<file path="config.mk">
export PLATFORM = sky130hd
export DESIGN_NAME = kv_srl_fifo_rdr_flat
export DESIGN_NICKNAME = d
export VERILOG_FILES = /design/src/rtl/kv_fifo_pkg.sv /design/src/rtl/kv_srl_fifo_rdr_if.sv /design/src/rtl/kv_skid2.sv /design/src/rtl/kv_srl_fifo_rdr.sv /design/src/flat_wrapper.sv
export SDC_FILE = /design/constraint.sdc
export NUM_CORES = 1
export LEC_CHECK = 0
export ABC_CLOCK_PERIOD_IN_PS = 1900
export BUFFER_PORTS_ARGS = -buffer_cell sky130_fd_sc_hd__buf_4
export CORE_MARGIN = 5
export CORE_UTILIZATION = 54
export CTS_BUF_LIST = sky130_fd_sc_hd__clkbuf_8
export DETAILED_ROUTE_END_ITERATION = 6
export MAX_ROUTING_LAYER = met4
export PLACE_DENSITY_LB_ADDON = 0.3
export SYNTH_ARGS = -nofsm -noshare
export SYNTH_HDL_FRONTEND = slang
export SYNTH_SLANG_ARGS = --single-unit
</file>
<file path="constraint.sdc">
create_clock -name clk -period 1.9 [get_ports clk]
set_clock_uncertainty 0.05 [all_clocks]
set_input_delay 0.095 -clock clk [delete_from_list [all_inputs] [get_ports clk]]
set_output_delay 0.095 -clock clk [all_outputs]
set_load 0.02 [all_outputs]
</file>
<file path="src/rtl/kv_fifo_pkg.sv">
// Shared definitions for the SRL FIFO read-side drain engine.
// Holds the occupancy FSM encoding and the accepted-word counter width.
package kv_fifo_pkg;

  typedef enum logic [1:0] {
    RDR_EMPTY = 2'd0,
    RDR_ONE   = 2'd1,
    RDR_TWO   = 2'd2
  } rdr_state_e;

  localparam int CNT_W = 32;

endpackage : kv_fifo_pkg

</file>
<file path="src/rtl/kv_srl_fifo_rdr_if.sv">
// Valid/ready stream carrying words drained from the SRL FIFO.
// The master drives data/valid; the slave returns ready.
interface kv_srl_fifo_rdr_if #(
  parameter int WIDTH = 8
);

  logic [WIDTH-1:0] m_data;
  logic             m_valid;
  logic             m_ready;

  modport master (
    output m_data,
    output m_valid,
    input  m_ready
  );

  modport slave (
    input  m_data,
    input  m_valid,
    output m_ready
  );

endinterface : kv_srl_fifo_rdr_if

</file>
<file path="src/rtl/kv_skid2.sv">
// Two-entry skid buffer: head register drives the stream, skid register absorbs
// the one word popped in the cycle the consumer stalls.
module kv_skid2
  import kv_fifo_pkg::*;
#(
  parameter int WIDTH = 8
) (
  input  logic             clk,
  input  logic             rst_n,
  input  logic             pop_i,
  input  logic [WIDTH-1:0] pop_data_i,
  input  logic             ready_i,
  output logic [WIDTH-1:0] head_o,
  output logic             valid_o,
  output rdr_state_e       state_o
);

  rdr_state_e       state_q;
  logic [WIDTH-1:0] head_q;
  logic [WIDTH-1:0] skid_q;
  logic             valid_q;
  logic             take;

  assign take = valid_q && ready_i;

  always_ff @(posedge clk) begin
    if (!rst_n) begin
      state_q <= RDR_EMPTY;
      head_q  <= '0;
      skid_q  <= '0;
      valid_q <= 1'b0;
    end else begin
      unique case (state_q)
        RDR_EMPTY: begin
          if (pop_i) begin
            head_q  <= pop_data_i;
            state_q <= RDR_ONE;
            valid_q <= 1'b1;
          end
        end
        RDR_ONE: begin
          if (pop_i && !take) begin
            skid_q  <= pop_data_i;
            state_q <= RDR_TWO;
          end else if (pop_i && take) begin
            // Replace the departing head in place so a streaming flow has no bubble.
            head_q  <= pop_data_i;
          end else if (take) begin
            state_q <= RDR_EMPTY;
            valid_q <= 1'b0;
          end
        end
        RDR_TWO: begin
          if (take) begin
            head_q  <= skid_q;
            state_q <= RDR_ONE;
          end
        end
        default: begin
          state_q <= RDR_EMPTY;
          valid_q <= 1'b0;
        end
      endcase
    end
  end

  assign head_o  = head_q;
  assign valid_o = valid_q;
  assign state_o = state_q;

endmodule : kv_skid2

</file>
<file path="src/rtl/kv_srl_fifo_rdr.sv">
// Read-side drain engine for kv_srl_fifo: pops into a 2-entry skid buffer and
// streams out on valid/ready. Define KV_SRL_RDR_CNT_EN to add the m_count port.
module kv_srl_fifo_rdr
  import kv_fifo_pkg::*;
#(
  parameter int WIDTH = 8
) (
  input  logic                 clk,
  input  logic                 rst_n,
  input  logic [WIDTH-1:0]     fifo_q,
  input  logic                 fifo_empty,
  output logic                 fifo_rd_en,
  kv_srl_fifo_rdr_if.master    m
`ifdef KV_SRL_RDR_CNT_EN
  ,
  output logic [CNT_W-1:0]     m_count
`endif
);

  rdr_state_e       state;
  logic [WIDTH-1:0] head;
  logic             valid;

  // Pop decision depends only on registered state and the FIFO flag, never on m_ready.
  assign fifo_rd_en = rst_n && !fifo_empty && (state != RDR_TWO);

  kv_skid2 #(
    .WIDTH (WIDTH)
  ) u_skid (
    .clk        (clk),
    .rst_n      (rst_n),
    .pop_i      (fifo_rd_en),
    .pop_data_i (fifo_q),
    .ready_i    (m.m_ready),
    .head_o     (head),
    .valid_o    (valid),
    .state_o    (state)
  );

  assign m.m_data  = head;
  assign m.m_valid = valid;

`ifdef KV_SRL_RDR_CNT_EN
  logic [CNT_W-1:0] cnt_q;
  logic [CNT_W-1:0] cnt_d;

  always_comb begin
    cnt_d = cnt_q;
    if (valid && m.m_ready) begin
      cnt_d = cnt_q + CNT_W'(1);
    end
  end

  always_ff @(posedge clk) begin
    if (!rst_n) begin
      cnt_q <= '0;
    end else begin
      cnt_q <= cnt_d;
    end
  end

  assign m_count = cnt_q;
`endif

endmodule : kv_srl_fifo_rdr

</file>
<file path="src/flat_wrapper.sv">
// flat-port wrapper written by rule: the top's interface ports become plain ports
module kv_srl_fifo_rdr_flat import kv_fifo_pkg::*;
#(
  parameter int WIDTH = 8
)
  (clk, rst_n, fifo_q, fifo_empty, fifo_rd_en, m_m_data, m_m_valid, m_m_ready);
  kv_srl_fifo_rdr_if #(.WIDTH(WIDTH)) m_i ();
  input  logic clk;
  input  logic rst_n;
  input  logic [WIDTH-1:0] fifo_q;
  input  logic fifo_empty;
  output logic fifo_rd_en;
  output wire logic [$bits(m_i.m_data)-1:0] m_m_data;
  output wire logic [$bits(m_i.m_valid)-1:0] m_m_valid;
  input wire logic [$bits(m_i.m_ready)-1:0] m_m_ready;
  assign m_m_data = m_i.m_data;
  assign m_m_valid = m_i.m_valid;
  assign m_i.m_ready = m_m_ready;
  kv_srl_fifo_rdr #(.WIDTH(WIDTH)) u_core (.clk(clk), .rst_n(rst_n), .fifo_q(fifo_q), .fifo_empty(fifo_empty), .fifo_rd_en(fifo_rd_en), .m(m_i));
endmodule
</file>
==> summary.txt, run 1 <==
Floorplan
  • Total die area: 2671 um2
  • Die Wd: 51.69 um
  • Chip Height: between 50 and 60 um
  • Starting Density: 55.56%
  • FP Rows: 15
  • Core Region: 1689 um2
  • I/O pins: 22

Power
  • Internal power: 0.6771 mW
  • Clk pwr share: 28.4%
  • P_leak: 0.4852 nW
  • Comb power frac: ~24%
  • Worst IR Drop VDD: 0.8382 mV
  • Switching Share: 29.30%
  • Power per cell area: ~840 nW/um2
  • Sw Pwr: 0.2806 mW
  • Flop pwr share: 47.4%

Setup path
  • CP Data Required Time: 1.75 ns
  • Largest delay share family, worst path: simple AND/OR/NAND/NOR gates
  • CP bufs+invs: 1
  • Crit path max-delay cell type: dfxtp_1
  • WP data arrival: 1.63 ns
  • CP max FO: 10
  • CP cell instances: or2b_1 > nor3b_1 > buf_4
  • WS Path Type: reg2out
  • Critical Path Start Type: flip-flop
  • Crit end category: output port
  • Crit path largest cell delay: approximately 0.50 ns

Layout
  • Final Cell Area: 1139 um2
  • Antenna fix cells: 0
  • Multi-input gate area in the final layout: 508.0 um2
  • FF+latch area: approximately 380 um2
  • Fillers: 139
  • Fraction of layout cells with a size suffix above 1: 26.50%
  • Final core occ: between 60% and 70%
  • Layout area overhead: 21.33%
  • Nets: 130

Routing
  • Antenna Nets Post-Route: 0
  • DRC: 0
  • DRT Wirelength: 2110 um
  • First-pass DRT Iterations: 4
  • WL/cell: 15.75 um
  • Post-DR vias/cell: 6.291
  • DRT iter0 DRCs: 22
  • Via count: 843

STA
  • Min Tclk post-route: 1.779 ns
  • Peak Freq: ~0.56 GHz
  • Setup violators final: 0
  • RSZ-0062 raised after global routing: no
  • Final TNS setup: 0 ns
  • Final Hold Vio Count: 0
  • Slew HR: 51.36%
  • Slew Limit Fails: 0
  • Slew of the pin with the lowest slew margin: 0.7277 ns
  • Final period util: 93.64%

Synth
  • Post-Synth Simple-Gate Area: 14.80%
  • Sequential area share after synthesis: 40.53%
  • Synth area leaders: dfxtp_1, mux2i_1, a2111oi_0
  • Synth Area in XOR/XNOR: 0%
  • Ys async rst share: 0%
  • Mapped Nets: 110
  • Area fraction in compound gates after synthesis: between 20 and 30%
  • Synth Instances: 98
  • Share of the synthesized area in the top cell type: between 40% and 50%
  • Ys Warns: 0
  • Yosys reg bits: 19
  • Post-synthesis mux area share: under 10%
  • Syn avg cell area: 9.576 um2
  • Post-Syn Area: approximately 940 um2
  • Top-count cell post-synth: dfxtp_1
  • EDFF count, synth: 0
  • Largest area contributor in the netlist: dfxtp_1
  • Adder-Cell Fraction of Synth Area: 0%
  • Top cells by count, synth: dfxtp_1, a21oi_1, a211oi_1, mux2i_1
  • Main synth FF type: dfxtp_1
  • Largest family of logic cells by synthesized area: compound AO/OA/AOI/OAI gates
  • Yosys cell types: 28

Hold path
  • Path type of the worst min-delay path: in2reg

Clock network
  • TritonCTS clock tree: built
  • Clk slew on worst S/H paths: roughly 0.07 ns
  • Num CTS Buffers: 3
  • Worst-skew pair later-pin latency: 0.25 ns
  • Post-CTS setup buffer count: 0
  • CTS Buffer Depth: 2
  • Post-CTS Hold Fix Bufs: 0
  • CTS Root Cell: clkbuf_8
  • CTS resizes: 0
  • CTS Sinks: 19
  • H-tree Lvls: 1

GRT
  • First-pass GRT wire length: 3512 um
  • Vias in the first global route: between 800 and 900
  • Largest net degree at the start of global routing: 13
  • Congestion Overflow GR: 0
  • Initial antenna violation count: 0
  • Overall Global Routing Usage: 17.88%

Status
  • Status: completed

Place
  • Final HPWL DP: 1522 um
  • Final GP Congestion: 0.8471
  • Placed Area: 1094 um2
  • I/O Buffers: 21

Flow run
  • Max Cap Viol: 0
==> layer usage <==
layer	part of all wire, %	wire [um]	vias up	track usage, %
li1	-	-	420	-
met1	46	974	396	22.46
met2	48	1004	25	29.24
met3	5.6	119	2	4.298
met4	0.57	12	0	3.930
met5	0	0	-	-
==> worst register-to-register path: stages (launching register included) <==
cell and delay (ns):
dfxtp_1 0.40, nor4b_2 0.69, a2111oi_0 0.15, a211oi_1 0.26
==> power groups by stage <==
| stage | Sequential, mW | Clock, mW | Combinational, mW |
|---|---|---|---|
| 2_1_floorplan | 0.483 | 0 | 0.125 |
| 3_3_place_gp | 0.462 | 0 | 0.228 |
| 5_1_grt | 0.460 | 0.297 | 0.252 |
| 4_1_cts | 0.454 | 0.279 | 0.233 |
| 3_5_place_dp | 0.463 | 0 | 0.232 |
| 6_report | 0.454 | 0.272 | 0.232 |
==> per-stage QoR <==
| step | worst slack [ns] | power, mW | std cells | hold WS (ns) |
|---|---|---|---|---|
| finish | 0.1209 | 0.9577 | 134 | 0.06148 |
| global route | 0.07165 | 1.008 | 134 | 0.06860 |
| CTS | 0.1295 | 0.9657 | 134 | 0.06092 |
| detailed placement | 0.2629 | 0.6945 | 130 | 0.3275 |
| global placement | 0.3498 | 0.6899 | 130 | 0.3202 |
| floorplan | 0.4199 | 0.6078 | 98 | 0.1927 |
==> cell families after synthesis <==
kind of cell / after synthesis
compound gates: 40
buf+inv: 10
flops: 19
mux: 9
simple gates: 20
==> final cells by class <==
type | instances | share of cell area [%]
Clock buffer | 3 | 3.626
Clock inverter | 1 | 0.3297
Sequential cell | 19 | 33.41
Multi-Input combinational cell | 69 | 44.62
Inverter | 1 | 0.3297
Tap cell | 17 | 1.868
Timing Repair Buffer | 24 | 15.82
==> final timing paths <==
path / slack, ns / startpoint / to / depth (start not counted)
min: 0.06 / fifo_q[5] / u_core.u_skid.skid_q[5] / 3
min reg2reg: 0.43 / u_core.u_skid.skid_q[7] / u_core.u_skid.skid_q[7] / 2
max reg2reg: 0.26 / u_core.u_skid.state_o[1] / u_core.u_skid.head_o[3] / 3
max: 0.12 / u_core.u_skid.state_o[1] / fifo_rd_en / 3
==> sequential cells by signal (all words and copies together) (netlist names) <==
name                   count
u_core.u_skid.head_o       8
u_core.u_skid.skid_q       8
u_core.u_skid.state_o      2
u_core.u_skid.valid_o      1
==> placed cells by master, fill, tap and decap left out <==
| cell | synthesis | final |
|---|---|---|
| buf_4 | 0 | 24 |
| dfxtp_1 | 19 | 19 |
| a21oi_1 | 10 | 10 |
| a211oi_1 | 9 | 9 |
| mux2i_1 | 9 | 9 |
| a2111oi_0 | 8 | 8 |
| nand3_1 | 8 | 8 |
| o21ai_0 | 5 | 5 |
| o21ai_1 | 3 | 3 |
| clkbuf_8 | 0 | 3 |
| inv_1 | 1 | 2 |
| nand2_1 | 2 | 2 |
| or2b_1 | 1 | 1 |
| nor3b_1 | 1 | 1 |
| nor2_1 | 1 | 1 |
| and2_1 | 1 | 1 |
| nor3b_4 | 1 | 1 |
| and4b_1 | 1 | 1 |
| nor4b_2 | 1 | 1 |
| a211o_4 | 1 | 1 |
| a21boi_1 | 1 | 1 |
| or3b_1 | 1 | 1 |
| a21bo_2 | 1 | 1 |
| nand3b_1 | 1 | 1 |
| o21bai_1 | 1 | 1 |
| nand2b_1 | 1 | 1 |
| o32ai_1 | 1 | 1 |
Power figures use the tool's default switching activity.
==> run 2: changes to the inputs <==
Settings changed: REMOVE_ABC_BUFFERS set to 1, SYNTH_HIERARCHICAL set to 1.
==> run 2 against run 1 <==
  * Total power decreased by 4.8%
  * Fmax increased by 2.1%
  * Hold slack got worse by 0.0076 ns
  * Area after synthesis decreased by 0.67%
  * Critical path type is now reg2reg
==> summary.txt, run 2 <==
Floorplan
  • Die Wd: 51.55 um (-0.27%)
  • I/O pins: 22 (unchanged)
  • FP Rows: 15 (unchanged)
  • Total die area: 2657 um2 (-0.54%)
  • Starting Density: 55.19% (-0.37 points)
  • Core Region: 1689 um2 (unchanged)
  • Chip Height: 51.55 um (-0.27%)

Power
  • Comb power frac: 21.0% (-3.2 points)
  • Sw Pwr: 0.2505 mW (-11%)
  • Design Power: 0.9116 mW (-4.8%)
  • Flop pwr share: 48.2% (+0.8 points)
  • P_leak: 0.5148 nW (+6.1%)
  • Clk pwr share: 30.8% (+2.4 points)
  • Power per cell area: 778.4 nW/um2 (-7.5%)
  • Switching Share: 27.48% (-1.8 points)
  • Worst IR Drop VDD: 0.5489 mV (-35%)
  • Internal power: 0.6611 mW (-2.4%)

Setup path
  • WP data arrival: 1.84 ns (+0.21 ns)
  • Crit end category: flip-flop
  • Crit path largest cell delay: 0.37 ns (-0.13 ns)
  • Critical Path Start Type: flip-flop
  • CP cell instances: nor2b_4 > nor3b_2 > nand3b_1 > a21oi_4 > mux2i_1 > nor2b_1
  • CP max FO: 8 (-2)
  • WS Path Type: reg2reg
  • Crit path max-delay cell type: dfxtp_1
  • R2r worst-path depth: 6 (+3)
  • CP Data Required Time: 2.00 ns (+0.25 ns)

Layout
  • Nets: 125 (-3.8%)
  • Fraction of layout cells with a size suffix above 1: 41.96% (+15 points)
  • Final Cell Area: 1171 um2 (+2.9%)
  • Leading cell types in the layout, fill and taps excluded: buf_4, dfxtp_1, mux2i_1
  • Final non-filler cell total: 129 (-3.7%)
  • Most common cell after layout, fill and taps aside: buf_4
  • Layout area overhead: 25.64%
  • Final core occ: 69.33% (+1.9 points)
  • Antenna fix cells: 0 (unchanged)
  • Multi-input gate area in the final layout: 505.5 um2 (-0.49%)
  • Fillers: 128 (-7.9%)
  • FF+latch area: 380.4 um2 (unchanged)

Synth
  • Synth Instances: 84 (-14%)
  • Post-Syn Area: 932.1 um2 (-0.67%)
  • Syn avg cell area: 11.10 um2 (+16%)
  • Top cells by count, synth: dfxtp_1, mux2i_1, nor2b_1, o31ai_1, a21oi_2
  • Sequential area share after synthesis: 40.81% (+0.27 points)
  • Synth area leaders: dfxtp_1, mux2i_1, a21oi_2
  • Ys async rst share: 0% (unchanged)
  • EDFF count, synth: 0 (unchanged)
  • Yosys reg bits: 19 (unchanged)
  • Top-count cell post-synth: dfxtp_1
  • Yosys cell types: 23 (-18%)
  • Ys Warns: 6 (+6)
  • Main synth FF type: dfxtp_1
  • Share of the synthesized area in the top cell type: 40.81% (+0.27 points)
  • Largest area contributor in the netlist: dfxtp_1

Routing
  • WL/cell: 13.78 um (-12%)
  • DRC: 0 (unchanged)
  • Antenna Nets Post-Route: 0 (unchanged)
  • Wl on met1: 811 um (-17%)
  • DRT Wirelength: 1778 um (-16%)
  • First-pass DRT Iterations: 4 (unchanged)
  • Post-DR vias/cell: 5.488 (-13%)
  • Via count: 708 (-16%)
  • Met2 Wirelength: 830 um (-17%)
  • DR top layer: met4
  • Metal3 WL: 114 um (-4.2%)
  • DRT iter0 DRCs: 9 (-59%)

Clock network
  • CTS Buffer Depth: 2 (unchanged)
  • Post-CTS Hold Fix Bufs: 0 (unchanged)
  • CTS Sinks: 19 (unchanged)
  • CTS Root Cell: clkbuf_8
  • Num CTS Buffers: 3 (unchanged)
  • CTS resizes: 0 (unchanged)
  • Worst-skew pair later-pin latency: 0.25 ns (about the same)
  • Post-CTS setup buffer count: 0 (unchanged)
  • Clk slew on worst S/H paths: 0.07 ns (about the same)
  • TritonCTS clock tree: built
  • H-tree Lvls: 1 (unchanged)

Flow run
  • Max Cap Viol: 0 (unchanged)

STA
  • Final Hold Vio Count: 0 (unchanged)
  • Slew Limit Fails: 0 (unchanged)
  • Peak Freq: 0.5741 GHz (+2.1%)
  • Slew of the pin with the lowest slew margin: 0.3678 ns (-0.3599 ns)
  • Final TNS setup: 0 ns (unchanged)
  • Setup violators final: 0 (unchanged)
  • Hold Slack: 0.05389 ns (-0.007587 ns)
  • Slew HR: 75.27% (+24 points)
  • RSZ-0062 raised after global routing: no
  • Final period util: 91.67% (-2.0 points)
  • Final worst-path setup slack: 0.1582 ns (+0.03731 ns)
  • Min Tclk post-route: 1.742 ns (-0.03731 ns)

GRT
  • Congestion Overflow GR: 0 (unchanged)
  • Largest net degree at the start of global routing: 21 (+8)
  • Vias in the first global route: 723 (-9.9%)
  • Initial antenna violation count: 0 (unchanged)
  • Overall Global Routing Usage: 15.65% (-2.2 points)
  • First-pass GRT wire length: 3036 um (-14%)

Status
  • Status: completed

Place
  • Final GP Congestion: 0.7070 (-17%)
  • Placed Area: 1125 um2 (+2.9%)
  • I/O Buffers: 21 (unchanged)
  • Placed Cells: 125 (-3.8%)
  • Final HPWL DP: 1289 um (-15%)
  • DP Worst Slack: 0.1670 ns (-0.09586 ns)

Hold path
  • Hold path cells: 3 (unchanged)
  • Path type of the worst min-delay path: in2reg
## run 2: changes by cell type after synthesis, moves of 3 or more
cell       change
mux2i_1        +7
o31ai_1        +8
nand3_1        -7
nor2b_1        +8
a2111oi_0      -8
a21oi_1        -7
o21ai_0        -5
a21oi_2        +7
o21ai_1        -3
buf_2          -4
a211oi_1       -8
a21oi_4        +3
## run 2: power by group through the flow
stage | logic (mW) | clock network [mW] | registers [mW]
after global routing | 0.207 | 0.310 | 0.443
after CTS | 0.193 | 0.287 | 0.440
final | 0.191 | 0.281 | 0.439
after floorplan | 0.0839 | 0 | 0.471
after detailed placement | 0.193 | 0 | 0.449
after global placement | 0.190 | 0 | 0.447
## run 2: area by class of cell
class,instances,area share (%)
Clock inverter,1,0.4274
Clock buffer,3,3.526
Multi-Input combinational cell,59,43.16
Timing Repair Buffer,28,17.95
Tap cell,17,1.816
Sequential cell,19,32.48
Inverter,2,0.6410
## run 2: cells by family (layout without fill, tap and decap cells)
family / Yosys count / count (layout) / synth area share, %
AO/OA/AOI/OAI: 24 / 24 / 22.28
flip-flops: 19 / 19 / 40.80
AND/OR/NAND/NOR: 19 / 19 / 14.77
multiplexers: 16 / 16 / 17.18
buffers and inverters: 6 / 34 / 4.967
## run 2: metal layers
layer,vias up,GRT usage (%)
li1,357,-
met1,331,17.86
met5,-,-
met4,0,6.550
met3,4,5.444
met2,16,25.00
## run 2: worst paths after layout
check | from | endpoint | slack [ns]
worst max-delay path | u_core/u_skid/state_o[1] | u_core/u_skid/skid_q[2] | 0.16
worst max register to register | u_core/u_skid/state_o[1] | u_core/u_skid/skid_q[2] | 0.16
worst min-delay path | fifo_q[3] | u_core/u_skid/skid_q[3] | 0.05
worst min register to register | u_core/u_skid/skid_q[3] | u_core/u_skid/skid_q[3] | 0.47
## run 2: worst max-delay path, delay by kind of cell, from the launching register on
kind               cells  cell delay, ns
AOI/OAI and AO/OA      1            0.35
DFF                    1            0.37
muxes                  1            0.24
and+or+nand+nor        4            0.63
==> run 3: changes to the inputs <==
Settings changed: CORE_UTILIZATION 54 to 27.
==> run 3 against run 2 <==
  * Sequential share of layout area shrank 1.6 points
  * Wire length up 19%
  * Register-to-register slack gained 0.05 ns
  * Critical path type unchanged
  * Via count decreased by 0.71%
  * Sequential power barely moved
  * Critical path depth grew 1
  * Non-clock buffer count did not move
  * First-iteration DRC count rose to 4.4 times the previous value
==> summary.txt, run 3 (same netlist as run 2, synthesis figures left out) <==
Clock network
  • Num CTS Buffers: 3 (unchanged)
  • Clk slew on worst S/H paths: 0.07 ns (about the same)
  • H-tree Lvls: 1 (unchanged)
  • Worst-skew pair later-pin latency: 0.26 ns (about the same)
  • CTS Buffer Depth: 2 (unchanged)
  • TritonCTS clock tree: built
  • Post-CTS Hold Fix Bufs: 0 (unchanged)
  • CTS Root Cell: clkbuf_8
  • CTS Sinks: 19 (unchanged)

GRT
  • Overall Global Routing Usage: 10.14% (-5.5 points)
  • First-pass GRT wire length: 3305 um (+8.9%)
  • Initial antenna violation count: 0 (unchanged)
  • Largest net degree at the start of global routing: 20 (-4.8%)
  • Congestion Overflow GR: 0 (unchanged)
  • Vias in the first global route: 703 (-2.8%)

Power
  • Power per cell area: 744.3 nW/um2 (-4.4%)
  • Worst IR Drop VDD: 0.2293 mV (-58%)
  • Design Power: 0.9163 mW (+0.51%)
  • P_leak: 0.5237 nW (+1.7%)

STA
  • Setup violators final: 0 (unchanged)
  • Hold Slack: 0.05188 ns (-0.002011 ns)
  • Final TNS setup: 0 ns (unchanged)
  • Peak Freq: 0.5903 GHz (+2.8%)
  • Slew HR: 74.88% (-0.39 points)
  • Final Hold Vio Count: 0 (unchanged)
  • Min Tclk post-route: 1.694 ns (-0.04784 ns)
  • RSZ-0062 raised after global routing: no
  • Slew Limit Fails: 0 (unchanged)
  • Final period util: 89.15% (-2.5 points)
  • Slew of the pin with the lowest slew margin: 0.3735 ns (+0.005796 ns)

Routing
  • Via count: 703 (-0.71%)
  • Post-DR vias/cell: 4.449 (-19%)
  • DRT Wirelength: 2111 um (+19%)
  • DRT iter0 DRCs: 40 (+31)
  • DRC: 0 (unchanged)
  • Antenna Nets Post-Route: 0 (unchanged)
  • WL/cell: 13.36 um (-3.1%)
  • First-pass DRT Iterations: 4 (unchanged)

Floorplan
  • Die Wd: 68.76 um (+33%)
  • Core Region: 3337 um2 (+98%)
  • I/O pins: 22 (unchanged)
  • Total die area: 4727 um2 (+78%)
  • FP Rows: 21 (+6)
  • Chip Height: 68.76 um (+33%)
  • Starting Density: 27.93% (-27 points)

Setup path
  • Crit path largest cell delay: 0.32 ns (-0.05 ns)
  • Critical path depth in cells: 7 (+1)
  • WS Path Type: reg2reg
  • Crit end category: flip-flop
  • CP Data Required Time: 2.01 ns (about the same)
  • Crit path max-delay cell type: dfxtp_1
  • WP data arrival: 1.80 ns (-0.04 ns)
  • Largest delay share family, worst path: simple AND/OR/NAND/NOR gates
  • Critical Path Start Type: flip-flop
  • R2r startpoint: u_core/u_skid/state_o[1]
  • Worst setup path startpoint: u_core/u_skid/state_o[1]
  • CP cell instances: nor2b_4 > nor3b_2 > nand3b_1 > a21oi_4 > buf_12 > mux2i_1 > nor2b_1
  • CP bufs+invs: 1 (+1)
  • R2r worst-path depth: 7 (+1)
  • CP max FO: 8 (unchanged)

Layout
  • Layout area overhead: 32.08%
  • Fillers: 353 (+180%)
  • Final non-filler cell total: 158 (+22%)
  • Multi-input gate area in the final layout: 505.5 um2 (unchanged)
  • Nets: 125 (unchanged)
  • FF+latch area: 380.4 um2 (unchanged)
  • Antenna fix cells: 0 (unchanged)
  • Leading cell types in the layout, fill and taps excluded: buf_4, dfxtp_1, mux2i_1
  • Fraction of layout cells with a size suffix above 1: 41.07% (-0.89 points)
  • Most common cell after layout, fill and taps aside: buf_4

Hold path
  • Path type of the worst min-delay path: in2reg
  • Hold path cells: 3 (unchanged)
  • Worst Min Path Start: fifo_q[0]

Place
  • Final HPWL DP: 1524 um (+18%)
  • I/O Buffers: 21 (unchanged)
  • Final GP Congestion: 0.7462 (+5.5%)
  • Placed Cells: 153 (+22%)

Status
  • Status: completed

Flow run
  • Max Cap Viol: 0 (unchanged)
run 3: changes by cell type in the layout (fill, tap and decap cells not counted), sizes merged:
cell	before	now
clkinv	1	0
inv	2	3
run 3: area by class of cell:
cell class / count / share of cell area [%]
Clock inverter: 1 / 0.3049
Timing Repair Buffer: 28 / 19.11
Clock buffer: 3 / 3.354
Tap cell: 46 / 4.675
Inverter: 2 / 0.6098
Sequential cell: 19 / 30.89
Multi-Input combinational cell: 59 / 41.06
run 3: per-stage QoR:
stage                     util (%)  setup WS [ns]  instance area, um2
after floorplan                  -        -0.1344               893.4
after global routing         36.90        0.05632                1231
final                        36.90         0.2061                1231
after global placement       34.95         0.2068                1166
after detailed placement     34.95         0.1209                1166
after CTS                    36.30        0.09902                1211
run 3: final timing paths:
check / to / slack [ns]
worst max register to register: u_core/u_skid/skid_q[6] / 0.21
worst min-delay path: u_core/u_skid/skid_q[0] / 0.05
worst max-delay path: u_core/u_skid/skid_q[6] / 0.21
worst min register to register: u_core/u_skid/skid_q[1] / 0.47
run 3: worst reg2reg max path, cell delays in order, from the launching register on:
cell	delay, ns
dfxtp_1	0.32
nor2b_4	0.12
nor3b_2	0.31
nand3b_1	0.20
a21oi_4	0.18
buf_12	0.15
mux2i_1	0.21
nor2b_1	0.06
run 3: what timing repair did:
action | in CTS | in global routing
endpoints found under the setup margin | 0 | 8
buffers inserted | 0 | 1
gates resized for setup | 0 | 0
run 3: per-layer routing:
layer  routed length, um  GRT usage [%]  up-vias
met4                  68          7.299        0
met2                 986          16.09       17
met1                 983          11.64      325
met5                   0              -        -
met3                  73          1.459        5
li1                    -              -      356
run 3: power by group:
group / internal [mW] / switching (mW) / total, mW
Sequential: 0.423 / 0.0156 / 0.438
Combinational: 0.0972 / 0.103 / 0.200
Clock: 0.144 / 0.134 / 0.278
Total: 0.664 / 0.252 / 0.916
